[config.mk]
export PLATFORM = sky130hd
export DESIGN_NAME = dmem_ctrl
export DESIGN_NICKNAME = d
export VERILOG_FILES = /design/src/rtl/mips_mem_pkg.sv /design/src/rtl/dmem_lane_unit.sv /design/src/rtl/dmem_ctrl.sv
export SDC_FILE = /design/constraint.sdc
export NUM_CORES = 1
export LEC_CHECK = 0
export BUFFER_PORTS_ARGS = -buffer_cell sky130_fd_sc_hd__buf_2
export CORE_ASPECT_RATIO = 0.9
export CORE_UTILIZATION = 52
export DETAILED_ROUTE_END_ITERATION = 7
export PLACE_DENSITY = 0.9
export SKIP_LAST_GASP = 1
export SYNTH_ARGS = -nofsm -noshare
export SYNTH_HDL_FRONTEND = slang
export SYNTH_SLANG_ARGS = --single-unit
[constraint.sdc]
create_clock -name i_clk -period 2.6 [get_ports i_clk]
set_input_delay 0.39 -clock i_clk [delete_from_list [all_inputs] [get_ports i_clk]]
set_output_delay 0.39 -clock i_clk [all_outputs]
set_load 0.03 [all_outputs]
[src/rtl/mips_mem_pkg.sv]
// Shared encodings for the data-memory path: access sizes, controller states, word width.
package mips_mem_pkg;

    localparam int unsigned WORD_W = 32;

    localparam logic [1:0] SZ_BYTE = 2'b00;
    localparam logic [1:0] SZ_HALF = 2'b01;
    localparam logic [1:0] SZ_WORD = 2'b10;
    localparam logic [1:0] SZ_ILL  = 2'b11;

    localparam logic [2:0] ST_IDLE = 3'd0;
    localparam logic [2:0] ST_RD   = 3'd1;
    localparam logic [2:0] ST_RDW  = 3'd2;
    localparam logic [2:0] ST_WR   = 3'd3;
    localparam logic [2:0] ST_RESP = 3'd4;

    // Alignment or encoding error for a given size and low address bits.
    function automatic logic size_fault(input logic [1:0] size, input logic [1:0] lo);
        return (size == SZ_ILL) ||
               ((size == SZ_HALF) && lo[0]) ||
               ((size == SZ_WORD) && (lo != 2'b00));
    endfunction

endpackage

[src/rtl/dmem_lane_unit.sv]
// Byte-lane datapath: little-endian load extract/extend and sub-word store merge.
module dmem_lane_unit
    import mips_mem_pkg::*;
(
    input  logic [1:0]        size,
    input  logic [1:0]        addr_lo,
    input  logic              sign_ext,
    input  logic [WORD_W-1:0] word,
    input  logic [WORD_W-1:0] wdata,
    output logic [WORD_W-1:0] load_data,
    output logic [WORD_W-1:0] store_word
);

    logic [4:0]        shamt;
    logic [WORD_W-1:0] shifted;
    logic [WORD_W-1:0] mask;
    logic [WORD_W-1:0] repl;

    assign shamt   = {addr_lo, 3'b000};
    assign shifted = word >> shamt;

    always_comb begin
        load_data = word;
        mask      = '1;
        repl      = wdata;
        case (size)
            SZ_BYTE: begin
                load_data = {{24{sign_ext & shifted[7]}}, shifted[7:0]};
                mask      = 32'h0000_00FF << shamt;
                repl      = {4{wdata[7:0]}};
            end
            SZ_HALF: begin
                load_data = {{16{sign_ext & shifted[15]}}, shifted[15:0]};
                mask      = 32'h0000_FFFF << {addr_lo[1], 4'b0000};
                repl      = {2{wdata[15:0]}};
            end
            default: ;
        endcase
        store_word = (word & ~mask) | (repl & mask);
    end

endmodule

[src/rtl/dmem_ctrl.sv]
// Data-memory controller: valid/ready request port to a single-port SRAM with
// read-modify-write for sub-word stores and one request in flight.
module dmem_ctrl
    import mips_mem_pkg::*;
#(
    parameter int unsigned ADDR_WIDTH = 8
)(
    input  logic                  i_clk,
    input  logic                  i_rst_n,
    input  logic                  i_req_valid,
    output logic                  o_req_ready,
    input  logic                  i_req_we,
    input  logic [1:0]            i_req_size,
    input  logic                  i_req_signed,
    input  logic [31:0]           i_req_addr,
    input  logic [31:0]           i_req_wdata,
    output logic                  o_rsp_valid,
    input  logic                  i_rsp_ready,
    output logic [31:0]           o_rsp_rdata,
    output logic                  o_rsp_err,
    output logic                  o_mem_we,
    output logic [ADDR_WIDTH-1:0] o_mem_addr,
    output logic [31:0]           o_mem_wdata,
    input  logic [31:0]           i_mem_rdata
);

    logic [2:0]        state;
    logic              lat_we;
    logic [1:0]        lat_size;
    logic              lat_sgn;
    logic [1:0]        lat_lo;
    logic [WORD_W-1:0] lat_wdata;

    logic              accept;
    logic              req_err;
    logic [WORD_W-1:0] load_data;
    logic [WORD_W-1:0] store_word;

    assign o_req_ready = (state == ST_IDLE);
    assign o_rsp_valid = (state == ST_RESP);
    assign o_mem_we    = (state == ST_WR);
    assign accept      = i_req_valid & o_req_ready;

    assign req_err = size_fault(i_req_size, i_req_addr[1:0]) ||
                     ((i_req_addr >> (ADDR_WIDTH + 2)) != '0);

    dmem_lane_unit u_lane (
        .size       (lat_size),
        .addr_lo    (lat_lo),
        .sign_ext   (lat_sgn),
        .word       (i_mem_rdata),
        .wdata      (lat_wdata),
        .load_data  (load_data),
        .store_word (store_word)
    );

    always_ff @(posedge i_clk or negedge i_rst_n) begin
        if (!i_rst_n) begin
            state       <= ST_IDLE;
            lat_we      <= 1'b0;
            lat_size    <= '0;
            lat_sgn     <= 1'b0;
            lat_lo      <= '0;
            lat_wdata   <= '0;
            o_rsp_rdata <= '0;
            o_rsp_err   <= 1'b0;
            o_mem_addr  <= '0;
            o_mem_wdata <= '0;
        end else begin
            case (state)
                ST_IDLE: begin
                    if (accept) begin
                        lat_we      <= i_req_we;
                        lat_size    <= i_req_size;
                        lat_sgn     <= i_req_signed;
                        lat_lo      <= i_req_addr[1:0];
                        lat_wdata   <= i_req_wdata;
                        o_rsp_rdata <= '0;
                        o_rsp_err   <= req_err;
                        if (req_err) begin
                            state <= ST_RESP;
                        end else begin
                            o_mem_addr <= i_req_addr[ADDR_WIDTH+1:2];
                            // Full-word stores skip the read and write straight away.
                            if (i_req_we && (i_req_size == SZ_WORD)) begin
                                o_mem_wdata <= i_req_wdata;
                                state       <= ST_WR;
                            end else begin
                                state <= ST_RD;
                            end
                        end
                    end
                end
                ST_RD: state <= ST_RDW;
                ST_RDW: begin
                    if (lat_we) begin
                        o_mem_wdata <= store_word;
                        state       <= ST_WR;
                    end else begin
                        o_rsp_rdata <= load_data;
                        state       <= ST_RESP;
                    end
                end
                ST_WR: state <= ST_RESP;
                ST_RESP: begin
                    if (i_rsp_ready) begin
                        state <= ST_IDLE;
                    end
                end
                default: state <= ST_IDLE;
            endcase
        end
    end

endmodule

# Yosys cells after proc, flatten, opt, wreduce, memory -nomap -nowiden

Cells that the tools add are included.

Equal/unequal tests: 14
Shift-type cells: 3
Multiplexer cells: 17
Bitwise operators: 8
Reduce and logical (&&, ||, !) cells: 16

Operators with widths:

| kind                    | count |
|---|---|
| $pmux W32 S2            | 5 |
| $mux W32                | 6 |
| $and A32 B32 Y32        | 2 |
| $not A32 Y32            | 1 |
| $or A32 B32 Y32         | 1 |
| $reduce_bool A32 Y1     | 1 |
| $shl A16 B5 Y32 const A | 1 |
| $shl A8 B5 Y32 const A  | 1 |
| $shr A32 B5 Y16         | 1 |
| $pmux W3 S5             | 1 |
| $mux W3                 | 4 |
| $eq A3 B2 Y1 const B    | 2 |
| $ne A2 B1 Y1 const B    | 3 |
| $ne A2 B2 Y1 const B    | 3 |
| $reduce_and A3 Y1       | 2 |
| $reduce_and A5 Y1       | 1 |
| $eq A2 B1 Y1 const B    | 2 |
| $eq A2 B2 Y1 const B    | 2 |
| $reduce_and A2 Y1       | 2 |
| $reduce_bool A2 Y1      | 2 |
| $and A1 B1 Y1           | 3 |
| $eq A3 B1 Y1 const B    | 1 |
| $eq A3 B3 Y1 const B    | 1 |
| $logic_and A1 B1 Y1     | 3 |
| 5 further kinds         | 7 |

Flip-flop bits (word level): 114
Output and inout port bits: 76

# Longest topological paths before layout

Gate-level depths: netlist (run 1).

Depth in word-level cells: 8
Depth in mapped cells: 8

# By module

From an unflattened synthesis (run 1), not the netlist that was laid out.

Cell total of the unflattened synthesis: 646
Area total of the unflattened synthesis: 6411.1 um^2

Modules (own cells, without submodules):

| module         | times used | cells an instance | area each (um^2) |
|---|---|---|---|
| dmem_ctrl      | 1          | 395               | 4842.1 |
| dmem_lane_unit | 1          | 251               | 1569.0 |

# Least setup slack after synthesis (run 1)

No wires, ideal clock.

Kind: reg2reg
Start: register state[1]
End: register o_mem_addr[0]
Setup time: 0.128 ns
Arrival time: 1.987 ns
Slack: 0.485 ns
Stages on the path, launching flop included: 8
Path buffers: 3
Clock period less this slack: 2.115 ns
Cell sequence: dfrtp_1 -> buf_6 -> nor3_2 -> and2_1 -> buf_2 -> and2_1 -> buf_4 -> mux2_1

Cells in the longest elaborated chain, start to end: 3

Ends and longest elaborated chain:

| what                                   | line            | text |
|---|---|---|
| from (decl)                            | dmem_ctrl.sv:27 | `logic [2:0] state;` |
| from (signal assigned)                 | dmem_ctrl.sv:59 | `state <= ST_IDLE;` |
| from (signal assigned)                 | dmem_ctrl.sv:81 | `state <= ST_RESP;` |
| from (signal assigned)                 | dmem_ctrl.sv:87 | `state <= ST_WR;` |
| $logic_not A3 Y1 (*)                   | dmem_ctrl.sv:39 | `assign o_req_ready = (state == ST_IDLE);` |
| via o_req_ready                        | dmem_ctrl.sv:11 | `output logic o_req_ready,` |
| $and A1 B1 Y1                          | dmem_ctrl.sv:42 | `assign accept = i_req_valid & o_req_ready;` |
| $reduce_and A3 Y1 (no source line) (*) | --              |  |
| to (signal assigned)                   | dmem_ctrl.sv:83 | `o_mem_addr <= i_req_addr[ADDR_WIDTH+1:2];` |
| to (decl)                              | dmem_ctrl.sv:22 | `output logic [ADDR_WIDTH-1:0] o_mem_addr,` |

The timed path passes the listed nets; every way through them passes the cells marked *.
A chain may end at the register's enable or synchronous reset.

# Worst setup path in the final report (run 1)

Start: register state[2]
End: register o_rsp_rdata[9]

Cells in the longest elaborated chain, start to end: 4
Elaborated cells on any way between the ends: 8
Classes of those cells: eq/ne (3); mux (1); bitwise (1); reduce/logical (3)

Ends and longest elaborated chain:

| what                               | line                             | text |
|---|---|---|
| $logic_not A3 Y1                   | dmem_ctrl.sv:39, dmem_ctrl.sv:70 |  |
| $and A1 B1 Y1                      | dmem_ctrl.sv:42                  |  |
| $ne A2 B1 Y1 (no source line)      | --                               |  |
| $reduce_and A3 Y1 (no source line) | --                               |  |
| to (signal assigned)               | dmem_ctrl.sv:100                 | `o_rsp_rdata <= load_data;` |
| to (decl)                          | dmem_ctrl.sv:19                  | `output logic [31:0] o_rsp_rdata,` |

Several ways; a longest one is shown, not always the timed one.

==> summary.md, run 1 <==
| Metric | Value |
|---|---|
| Layout Cells excl Fill | `888` |
| #FFs+latches synth | `114` |
| Antenna-violating nets left | `0` |
| Width of the die | `116 um` |
| First-pass GRT wire length | `29,500 um` |
| WL per Instance | `21.5 um` |
| Fin crit share | `0.845` |
| Synth-to-Final Area Change | `26.4%` |
| FMAX | `455 MHz` |
| Count of final setup violators | `0` |
| Post-Place Cells | `855` |
| Crit-path cells | `nor2_4 -> nand2_1 -> buf_4 -> nor4_2 -> a222oi_1 -> inv_1` |
| Share of layout cells above drive strength 1 | `0.392` |
| Mapped Nets | `654` |
| Cell count after synthesis | `550` |
| Asr flop ratio synth | `1.00` |
| Violated checks | `design-rule violations` |
| Library cells used by synthesis | `52` |
| Vias in the first global route | `5,600` |
| Max-capacitance violation count | `0` |
| Worst hold path cell count | `2` |
| Critical Path AT | `2550 ps` |
| Post-Route Utilization | `0.675` |
| Core Region | `11,400 sq um` |
| Die height | `105 um` |
| Grt ovf | `0` |
| Via density | `6.40` |
| Path depth of the worst reg2reg path | `6` |
| Final WS setup | `403 ps` |
| Critical path required time | `2950 ps` |
| Fin Setup TNS | `0 ps` |
| Clk buf depth | `2` |
| Normalized max-slew margin | `0.433` |
| Worst Skew | `8.90 ps` |
| Crit end category | `flip-flop` |
| Mapped Avg Cell Area | `11.1 sq um` |
| DR DRC count | `7` |
| Min Tclk post-route | `2200 ps` |
| WL final | `19,100 um` |
| Site Rows | `37` |
| Initial antenna violation count | `0` |
| Drt first-iter violations | `612` |
| Critical path startpoint category | `flip-flop` |
| Pwr Density | `811 nW/um^2` |
| CTS buffer count | `17` |
| Worst-Margin Slew | `848 ps` |
| CP max stage cell | `nor4_2` |
| Critical path class | `reg2reg` |
| Max IR drop VDD | `477 uV` |
| Slowest stage delay, CP | `650 ps` |
| Top FF cell, synth | `dfrtp_1` |
| GRT Resource Usage Total | `0.324` |
| CTS root buffer | `clkbuf_16` |
| Worst Hold Class | `in2reg` |
| EDFF count, synth | `0` |
| CTS sink cnt | `114` |
| Starting Density | `0.534` |
| Post-DP HPWL | `13,500 um` |
| Dpl ws | `210 ps` |
| Status | `complete, but fails checks` |
| ANT cells | `0` |
| Via count | `5,686` |
| Synth Cell Area | `6080 sq um` |
| Gp weighted congestion | `0.921` |
| Die area | `12,100 sq um` |
| Worst-path fanout max | `24` |
| TritonCTS clock tree | `yes` |
| Fill cells | `847` |
| Clk Latency, worst-skew pair | `420 ps` |
| Register area share after synthesis | `0.469` |
| Hold Fails Final Rpt | `0` |
| H-tree depth | `4` |
| Max-slew violations | `0` |
| Nets@finish | `823` |
| Clk slew on worst S/H paths | `50 ps` |
| # port buffers | `179` |
| Drt pass-1 iters | `8` |
| Ys Warns | `0` |
| Leak | `3.82 nW` |
| Largest net degree at the start of global routing | `47` |
| Io pins | `180` |
| Unrepaired setup endpoints after global routing | `no` |
[what timing repair did]
action                                  in CTS  in global routing
endpoints found under the setup margin       0                  0
buffers inserted                             0                  0
hold buffers                                 1                  0
hold endpoints to repair                    20                  0
resized for setup                            0                  0
[cell usage after synthesis (all sizes together) (2+ instances only)]
library cell | number | share of area
inv | 11 | 0.0068
nand2 | 34 | 0.022
a22o | 8 | 0.012
buf | 26 | 0.030
mux2 | 60 | 0.12
a221o | 16 | 0.026
nor4bb | 8 | 0.013
and2b | 2 | 0.0025
nor4 | 6 | 0.0072
a222oi | 15 | 0.025
a31oi | 12 | 0.015
nor2 | 46 | 0.030
nand2b | 3 | 0.0031
nand3b | 3 | 0.0037
and2 | 3 | 0.0035
a21oi | 53 | 0.046
nor3 | 4 | 0.0058
a211oi | 9 | 0.011
a32o | 8 | 0.013
o211ai | 17 | 0.021
o21ai | 22 | 0.020
a21o | 2 | 0.0025
a221oi | 8 | 0.012
dfrtp | 114 | 0.47
clkbuf | 18 | 0.011
mux2i | 32 | 0.053
[layer usage]
metal	global-route usage	vias up	part of all wire
met2	0.504	420	0.49
met3	0.0766	74	0.10
li1	-	2428	-
met4	0.169	0	0.041
met5	0	-	0
met1	0.419	2764	0.37
[sequential cells by signal, indices dropped and copies added (netlist names)]
| name | flops |
|---|---|
| lat_wdata | 32 |
| o_mem_wdata | 32 |
| o_rsp_rdata | 32 |
| o_mem_addr | 8 |
| state | 3 |
| lat_lo | 2 |
| lat_size | 2 |
| lat_sgn | 1 |
| lat_we | 1 |
| o_rsp_err | 1 |
[path summary, 6_finish.rpt]
kind	startpoint	endpoint	slack (ps)
setup / recovery	state[2]$_DFFE_PN0P_	o_rsp_rdata[9]$_DFFE_PN0P_	400
hold / removal	i_req_addr[8]	o_mem_addr[6]$_DFFE_PN0P_	190
setup reg to reg	state[2]$_DFFE_PN0P_	o_rsp_rdata[9]$_DFFE_PN0P_	400
hold reg to reg	o_mem_addr[5]$_DFFE_PN0P_	o_mem_addr[5]$_DFFE_PN0P_	480
max in group asynchronous	i_rst_n	o_mem_wdata[4]$_DFFE_PN0P_	1540
min in group asynchronous	i_rst_n	o_mem_wdata[27]$_DFFE_PN0P_	420
[critical path: cells and delay by family (launching register included)]
family | cells | cell delay, ps
AO/OA/AOI/OAI | 1 | 220
AND/OR/NAND/NOR | 3 | 1010
buffers and inverters | 2 | 380
flip-flops | 1 | 510
[placed cells by master (no fill, tap or decap), types with 13 or more instances in the layout]
cell type,count
a221o_1,16
nand2_1,33
o211ai_1,17
mux2i_1,32
clkbuf_16,17
nor2_1,45
a21oi_1,51
mux2_2,34
mux2_1,14
buf_2,178
o21ai_0,14
a222oi_1,15
dfrtp_1,114
buf_4,13
[logic make-up after synthesis]
| kind of cell | Yosys count | share of synthesized area |
|---|---|---|
| AOI/OAI and AO/OA | 171 | 0.206 |
| and+or+nand+nor | 117 | 0.102 |
| DFF | 114 | 0.469 |
| muxes | 93 | 0.175 |
| buffers and inverters | 55 | 0.0478 |
[through the flow]
stage | instance area (sq um) | hold slack, ps | total power [W]
floorplan | 6080 | 94.4 | 0.00326
global placement | 7050 | 305 | 0.00371
detailed placement | 7050 | 312 | 0.00378
CTS | 7680 | 181 | 0.00620
global route | 7680 | 194 | 0.00643
finish | 7680 | 188 | 0.00623
[layout make-up]
cell class,count,area [sq um],area share
clock inverter,10,130,0.0169
tap,156,195,0.0254
inverter,11,41.3,0.00537
sequential,114,2850,0.371
clock buffer,22,484,0.0630
timing repair buffer,194,1040,0.135
multi-input combinational,381,2940,0.383
[report_power, final]
group	switching, W	internal (W)
Combinational	0.000922	0.000626
Sequential	0.000251	0.00201
Clock	0.000822	0.00160
Total	0.00199	0.00424
No activity file was read; power rests on OpenSTA's default activity.
==> run 2, diff against run 1 <==
--- a/config.mk
+++ b/config.mk
@@ -7,9 +7,9 @@
 export LEC_CHECK = 0
 export BUFFER_PORTS_ARGS = -buffer_cell sky130_fd_sc_hd__buf_2
 export CORE_ASPECT_RATIO = 0.9
-export CORE_UTILIZATION = 52
+export CORE_UTILIZATION = 47
 export DETAILED_ROUTE_END_ITERATION = 7
-export PLACE_DENSITY = 0.9
+export PLACE_DENSITY = 0.87
 export SKIP_LAST_GASP = 1
 export SYNTH_ARGS = -nofsm -noshare
 export SYNTH_HDL_FRONTEND = slang
==> constraint.sdc (replaced) <==
create_clock -name i_clk -period 1.8 [get_ports i_clk]
set_input_delay 0.27 -clock i_clk [delete_from_list [all_inputs] [get_ports i_clk]]
set_output_delay 0.27 -clock i_clk [all_outputs]
set_load 0.03 [all_outputs]
==> run 2 against run 1 <==
Compared with the run above:
- the run ends with negative setup slack left
- critical path depth did not move
- count of clock-buffer cells in the layout is 1 lower
- fmax rose by 19%
- clock skew shrank 3.2 ps
- total power up 45%
- via count is 0.44% lower
- wire length grew 1.9%
- sequential power up 43%
- sequential cell count unchanged
- die area up 10%
==> summary.md, run 2 (synthesis results as in run 1) <==
| Metric | Value |
|---|---|
| Site Rows | `39 (was 37)` |
| Fill cells | `975 (was 847)` |
| Io pins | `180 (unchanged)` |
| Max-capacitance violation count | `0 (unchanged)` |
| Pwr Density | `1100 nW/um^2 (was 811 nW/um^2)` |
| TritonCTS clock tree | `yes (unchanged)` |
| Initial antenna violation count | `1 (was 0)` |
| Die area | `13,400 sq um (was 12,100 sq um)` |
| Nets@finish | `856 (was 823)` |
| Status | `complete, but fails checks (unchanged)` |
| Area of the multi-input gates | `3130 sq um (was 2940 sq um)` |
| Via density | `6.09 (was 6.40)` |
| DR DRC count | `0 (was 7)` |
| Drt first-iter violations | `671 (was 612)` |
| Synth-to-Final Area Change | `34.9% (was 26.4%)` |
| Leak | `4.02 nW (was 3.82 nW)` |
| Clk slew on worst S/H paths | `50 ps (about the same)` |
| Commonest non-fill, non-tap cell in the layout | `buf_2 (unchanged)` |
| Die height | `110 um (was 105 um)` |
| Gp weighted congestion | `0.880 (was 0.921)` |
| Normalized max-slew margin | `0.456 (was 0.433)` |
| Critical path startpoint category | `flip-flop (unchanged)` |
| Critical path class | `reg2reg (unchanged)` |
| Via count | `5,661 (was 5,686)` |
| Worst Hold Class | `in2reg (unchanged)` |
| CTS buffer count | `17 (unchanged)` |
| H-tree depth | `4 (unchanged)` |
| Width of the die | `122 um (was 116 um)` |
| GRT Resource Usage Total | `0.290 (was 0.324)` |
| Drt pass-1 iters | `8 (unchanged)` |
| Violated checks | `negative setup slack (was design-rule violations)` |
| Critical path required time | `2090 ps (was 2950 ps)` |
| First-pass GRT wire length | `28,500 um (was 29,500 um)` |
| CTS sink cnt | `114 (unchanged)` |
| Crit end category | `flip-flop (unchanged)` |
| # port buffers | `179 (unchanged)` |
| Count of final setup violators | `27 (was 0)` |
| Core Region | `12,600 sq um (was 11,400 sq um)` |
| Most frequent cells in the layout | `buf_2 (177), dfrtp_1 (113), a21oi_1 (47) (was buf_2 (178), dfrtp_1 (114), a21oi_1 (51))` |
| FMAX | `544 MHz (was 455 MHz)` |
| Largest net degree at the start of global routing | `50 (was 47)` |
| Layout Cells excl Fill | `929 (was 888)` |
| WL final | `19,500 um (was 19,100 um)` |
| Fin Setup TNS | `-375 ps (was 0 ps)` |
| Max-slew violations | `0 (unchanged)` |
| Post-Place Cells | `887 (was 855)` |
| Worst-Margin Slew | `813 ps (was 848 ps)` |
| Antenna-violating nets left | `0 (unchanged)` |
| Post-DP HPWL | `13,300 um (was 13,500 um)` |
| Final WS setup | `-38.8 ps (was 403 ps)` |
| CTS root buffer | `clkbuf_16 (unchanged)` |
| Worst Skew | `5.66 ps (was 8.90 ps)` |
| Critical Path AT | `2120 ps (was 2550 ps)` |
| Sequential Area | `2850 sq um (about the same)` |
| Hold Fails Final Rpt | `0 (unchanged)` |
| Starting Density | `0.481 (was 0.534)` |
| Grt ovf | `0 (unchanged)` |
| Unrepaired setup endpoints after global routing | `yes (was no)` |
| Worst-path fanout max | `8 (was 24)` |
| Largest registers | `lat_wdata (32), o_mem_wdata (32), o_rsp_rdata (32) (unchanged)` |
| Min Tclk post-route | `1840 ps (was 2200 ps)` |
| WL per Instance | `20.9 um (was 21.5 um)` |
| Fin crit share | `1.02 (was 0.845)` |
| Share of layout cells above drive strength 1 | `0.454 (was 0.392)` |
| Max IR drop VDD | `705 uV (was 477 uV)` |
| Clk buf depth | `2 (unchanged)` |
| Vias in the first global route | `5,270 (was 5,600)` |
| Clk Latency, worst-skew pair | `410 ps (was 420 ps)` |
## run 2: cell count changes in the layout (fill, tap and decap cells not counted), moves of 3 or more
cell	change
buf_4	+18
mux2_1	-8
mux2_4	+8
a211oi_1	-6
a211oi_2	+6
buf_6	+5
a21oi_1	-4
buf_12	+4
a21oi_4	+3
and2_4	+3
## run 2: where the power goes
part / total (W) / switching [W] / internal, W
clock network: 0.00327 / 0.00115 / 0.00212
logic: 0.00251 / 0.00144 / 0.00107
registers: 0.00324 / 0.000323 / 0.00291
total: 0.00902 / 0.00292 / 0.00611
## run 2: through the flow
step | util | setup WS (ps) | power, W | hold WS [ps] | area (sq um)
final | 0.649 | -38.8 | 0.00902 | 97.6 | 8200
after global routing | 0.648 | -67.9 | 0.00937 | 89.2 | 8200
after CTS | 0.632 | -15.2 | 0.00890 | 87.1 | 7980
after detailed placement | 0.580 | -226 | 0.00556 | 229 | 7330
after global placement | 0.580 | -176 | 0.00552 | 225 | 7330
after floorplan | - | -101 | 0.00473 | -25.6 | 6150
## run 2: final timing paths
kind                                                     to  slack, ps  depth (start not counted)                        start
worst max-delay path            o_rsp_rdata[17]$_DFFE_PN0P_        -40                          6        lat_lo[0]$_DFFE_PN0P_
worst min-delay path              o_mem_addr[2]$_DFFE_PN0P_        100                          2                i_req_addr[4]
worst max register to register  o_rsp_rdata[17]$_DFFE_PN0P_        -40                          6        lat_lo[0]$_DFFE_PN0P_
worst min register to register  o_rsp_rdata[12]$_DFFE_PN0P_        490                          2  o_rsp_rdata[12]$_DFFE_PN0P_
max in group asynchronous             lat_lo[1]$_DFFE_PN0P_        850                          3                      i_rst_n
min in group asynchronous       o_mem_wdata[27]$_DFFE_PN0P_        340                          2                      i_rst_n
## run 2: repair_timing
action,4_1_cts,5_1_grt
hold buffers,1,0
gates cloned,2,3
setup buffers,1,3
resized for setup,9,28
pin swaps,1,5
endpoints found under the setup margin,63,97
endpoints found under the hold margin,27,0
## run 2: layer usage
layer | track usage | vias to the layer above | share of wire
met2 | 0.459 | 339 | 0.47
met5 | 0 | - | 0
met1 | 0.376 | 2744 | 0.40
met3 | 0.0804 | 51 | 0.10
li1 | - | 2527 | -
met4 | 0.118 | 0 | 0.032
## run 2: area by class of cell
| type | instances | area share |
|---|---|---|
| antenna | 1 | 0.000305 |
| clock buffer | 21 | 0.0574 |
| clock inverter | 10 | 0.0133 |
| inverter | 11 | 0.00504 |
| multi-input combinational | 384 | 0.382 |
| sequential | 114 | 0.348 |
| tap | 164 | 0.0250 |
| timing repair buffer | 224 | 0.169 |
## run 2: worst max-delay path: stages, from the launching register on
cell and delay [ps]:
dfrtp_1 410, mux4_2 580, buf_6 160, nand2b_4 70, a21oi_4 70, clkbuf_16 160, a221o_1 260
==> run 3, diff against run 2 <==
--- a/config.mk
+++ b/config.mk
@@ -8,6 +8,7 @@
 export BUFFER_PORTS_ARGS = -buffer_cell sky130_fd_sc_hd__buf_2
 export CORE_ASPECT_RATIO = 0.9
 export CORE_UTILIZATION = 47
+export CTS_CLUSTER_DIAMETER = 150
 export DETAILED_ROUTE_END_ITERATION = 7
 export PLACE_DENSITY = 0.87
 export SKIP_LAST_GASP = 1
==> constraint.sdc (replaced) <==
create_clock -name i_clk -period 1.8 [get_ports i_clk]
set_input_delay 0.27 -clock i_clk [delete_from_list [all_inputs] [get_ports i_clk]]
set_output_delay 0.27 -clock i_clk [all_outputs]
set_load 0.05 [all_outputs]
==> run 3 against run 2 <==
Compared with the run above:
- the run still ends with negative setup slack left
- first-iteration DRC count grew 24%
- sequential cell count unchanged
- register-to-register slack is essentially flat
- non-clock buffer count is the same
- design area is 0.20% lower
- utilization decreased by 0.13 points
- wire length is 2.0% higher
- critical path depth up 1
- global-route usage increased by 0.75 points
- final cell count is 0.22% lower
- clock skew grew 3.1 ps
- critical path type unchanged
==> summary.md, run 3 (synthesis results as in run 1) <==
| Metric | Value |
|---|---|
| Post-DP HPWL | `13,700 um (was 13,300 um)` |
| WL final | `19,800 um (was 19,500 um)` |
| Count of final setup violators | `2 (was 27)` |
| # port buffers | `179 (unchanged)` |
| Gp weighted congestion | `0.931 (was 0.880)` |
| GRT Resource Usage Total | `0.298 (was 0.290)` |
| Internal power | `0.00626 W (was 0.00611 W)` |
| CTS root buffer | `clkbuf_16 (unchanged)` |
| Post-Route Utilization | `0.647 (was 0.649)` |
| Clock power share | `0.368 (was 0.363)` |
| Crit. Startpoint | `lat_lo[0]$_DFFE_PN0P_ (unchanged)` |
| CTS sink cnt | `114 (unchanged)` |
| H-tree depth | `4 (unchanged)` |
| Largest net degree at the start of global routing | `42 (was 50)` |
| Comb pwr share | `0.289 (was 0.279)` |
| R2R setup slack | `-40 ps (about the same)` |
| Pwr Density | `1160 nW/um^2 (was 1100 nW/um^2)` |
| Die area | `13,400 sq um (unchanged)` |
| Worst-Margin Slew | `506 ps (was 813 ps)` |
| Io pins | `180 (unchanged)` |
| Switching share of power | `0.343 (was 0.323)` |
| Crit end category | `flip-flop (unchanged)` |
| Normalized max-slew margin | `0.660 (was 0.456)` |
| First-pass GRT wire length | `29,400 um (was 28,500 um)` |
| Hold Fails Final Rpt | `0 (unchanged)` |
| Die height | `110 um (unchanged)` |
| Grt ovf | `0 (unchanged)` |
| Switching pwr | `0.00327 W (was 0.00292 W)` |
| Via density | `6.16 (was 6.09)` |
| Site Rows | `39 (unchanged)` |
| ANT cells | `0 (was 1)` |
| WL per Instance | `21.4 um (was 20.9 um)` |
| Worst-path fanout max | `8 (unchanged)` |
| Min Tclk post-route | `1840 ps (about the same)` |
| Critical Path AT | `2150 ps (was 2120 ps)` |
| Antenna-violating nets left | `0 (unchanged)` |
| Critical path required time | `2110 ps (was 2090 ps)` |
| Fin crit share | `1.02 (about the same)` |
| Hold EP | `state[2]$_DFFE_PN0P_ (was o_mem_addr[2]$_DFFE_PN0P_)` |
| Worst Hold Class | `in2reg (unchanged)` |
| Most frequent cells in the layout | `buf_2 (176), dfrtp_1 (110), a21oi_1 (49) (was buf_2 (177), dfrtp_1 (113), a21oi_1 (47))` |
| FMAX | `543 MHz (was 544 MHz)` |
| Reg-to-Reg Start | `lat_lo[0]$_DFFE_PN0P_ (unchanged)` |
| CTS buffer count | `17 (unchanged)` |
| Sequential share of power | `0.343 (was 0.359)` |
| Nets@finish | `854 (was 856)` |
| Initial antenna violation count | `1 (unchanged)` |
| Worst hold path cell count | `2 (unchanged)` |
| Commonest non-fill, non-tap cell in the layout | `buf_2 (unchanged)` |
| Post-Place Cells | `889 (was 887)` |
| Clk slew on worst S/H paths | `60 ps (was 50 ps)` |
| Largest registers | `lat_wdata (32), o_mem_wdata (32), o_rsp_rdata (32) (unchanged)` |
| Width of the die | `122 um (unchanged)` |
| Via count | `5,706 (was 5,661)` |
| Max IR drop VDD | `900 uV (was 705 uV)` |
| Status | `complete, but fails checks (unchanged)` |
| Drt pass-1 iters | `6 (was 8)` |
| Core Region | `12,600 sq um (unchanged)` |
| Share of layout cells above drive strength 1 | `0.450 (was 0.454)` |
| Starting Density | `0.481 (unchanged)` |
| Worst path top cell family by delay | `multiplexers (unchanged)` |
| Max-capacitance violation count | `0 (unchanged)` |
| Worst path bufs/invs | `2 (unchanged)` |
| Path depth of the worst reg2reg path | `7 (was 6)` |
| Vias in the first global route | `5,398 (was 5,270)` |
| Clk buf depth | `2 (unchanged)` |
| Final WS setup | `-40.0 ps (was -38.8 ps)` |
| Unrepaired setup endpoints after global routing | `yes (unchanged)` |
| CP max stage cell | `dfrtp_1 (was mux4_2)` |
| Synth-to-Final Area Change | `34.6% (was 34.9%)` |
| Critical path startpoint category | `flip-flop (unchanged)` |
| Critical path class | `reg2reg (unchanged)` |
| DR DRC count | `0 (unchanged)` |
| Sequential Area | `2860 sq um (was 2850 sq um)` |
| Area of the multi-input gates | `3040 sq um (was 3130 sq um)` |
| Max-slew violations | `0 (unchanged)` |
| Crit-path cells | `buf_4 -> nand2b_1 -> a21oi_2 -> buf_12 -> mux2i_1 -> a21oi_1 -> mux2_4 (was mux4_2 -> buf_6 -> nand2b_4 -> a21oi_4 -> clkbuf_16 -> a221o_1)` |
| Leak | `4.03 nW (was 4.02 nW)` |
| Worst flop-to-flop path endpoint | `o_mem_wdata[1]$_DFFE_PN0P_ (was o_rsp_rdata[17]$_DFFE_PN0P_)` |
| Drt first-iter violations | `833 (was 671)` |
| Worst hold start | `i_rsp_ready (was i_req_addr[4])` |
| Slowest stage delay, CP | `390 ps (was 580 ps)` |
| Clk Latency, worst-skew pair | `430 ps (was 410 ps)` |
| Violated checks | `negative setup slack (unchanged)` |
| Fill cells | `982 (was 975)` |
| Worst Skew | `8.72 ps (was 5.66 ps)` |
| Layout Cells excl Fill | `927 (was 929)` |
| TritonCTS clock tree | `yes (unchanged)` |
## run 3: through the flow
| step | area, sq um | total power, W | setup WS [ps] | hold WS (ps) | TNS, ps |
|---|---|---|---|---|---|
| after floorplan | 6150 | 0.00499 | -259 | -25.6 | -11990 |
| after global placement | 7400 | 0.00583 | -34.6 | 272 | -683 |
| after detailed placement | 7400 | 0.00589 | -97.6 | 281 | -2520 |
| after CTS | 8070 | 0.00943 | -40.4 | 54.0 | -45.4 |
| after global routing | 8180 | 0.00987 | -75.4 | 63.1 | -784 |
| final | 8180 | 0.00952 | -40.0 | 65.1 | -51.0 |
## run 3: worst reg2reg max path: stages (launching register included)
cell	delay (ps)
dfrtp_1	390
buf_4	180
nand2b_1	130
a21oi_2	210
buf_12	160
mux2i_1	250
a21oi_1	110
mux2_4	280
## run 3: repair_timing
item	CTS	global route
setup buffers	1	0
endpoints found under the hold margin	35	0
hold buffers	1	0
gates cloned	0	4
pin swaps	1	3
endpoints found under the setup margin	18	98
resized for setup	6	15
## run 3: final cells by class
cell class / count / share of cell area
timing repair buffer: 224 / 0.174
clock buffer: 20 / 0.0558
tap: 164 / 0.0251
clock inverter: 12 / 0.0193
multi-input combinational: 382 / 0.372
sequential: 114 / 0.349
inverter: 11 / 0.00505
## run 3: worst max-delay path by stage
stage | endpoint | depth (start not counted) | slack [ps]
floorplan | o_mem_addr[0]$_DFFE_PN0P_ | 7 | -260
global placement | o_mem_wdata[9]$_DFFE_PN0P_ | 6 | -30
detailed placement | o_mem_addr[1]$_DFFE_PN0P_ | 6 | -100
CTS | o_rsp_valid | 5 | -40
global route | o_mem_wdata[8]$_DFFE_PN0P_ | 6 | -80
finish | o_mem_wdata[1]$_DFFE_PN0P_ | 7 | -40
## run 3: power by group through the flow
stage / clock, W / sequential (W) / combinational [W]
3_3_place_gp: 0 / 0.00327 / 0.00256
5_1_grt: 0.00366 / 0.00330 / 0.00291
6_report: 0.00351 / 0.00327 / 0.00275
2_1_floorplan: 0 / 0.00368 / 0.00131
3_5_place_dp: 0 / 0.00328 / 0.00261
4_1_cts: 0.00354 / 0.00325 / 0.00264
## run 3: routing by layer
metal  track usage  share of wire
met5             0              0
met4         0.130          0.031
met3        0.0794          0.093
met2         0.452           0.47
met1         0.400           0.40
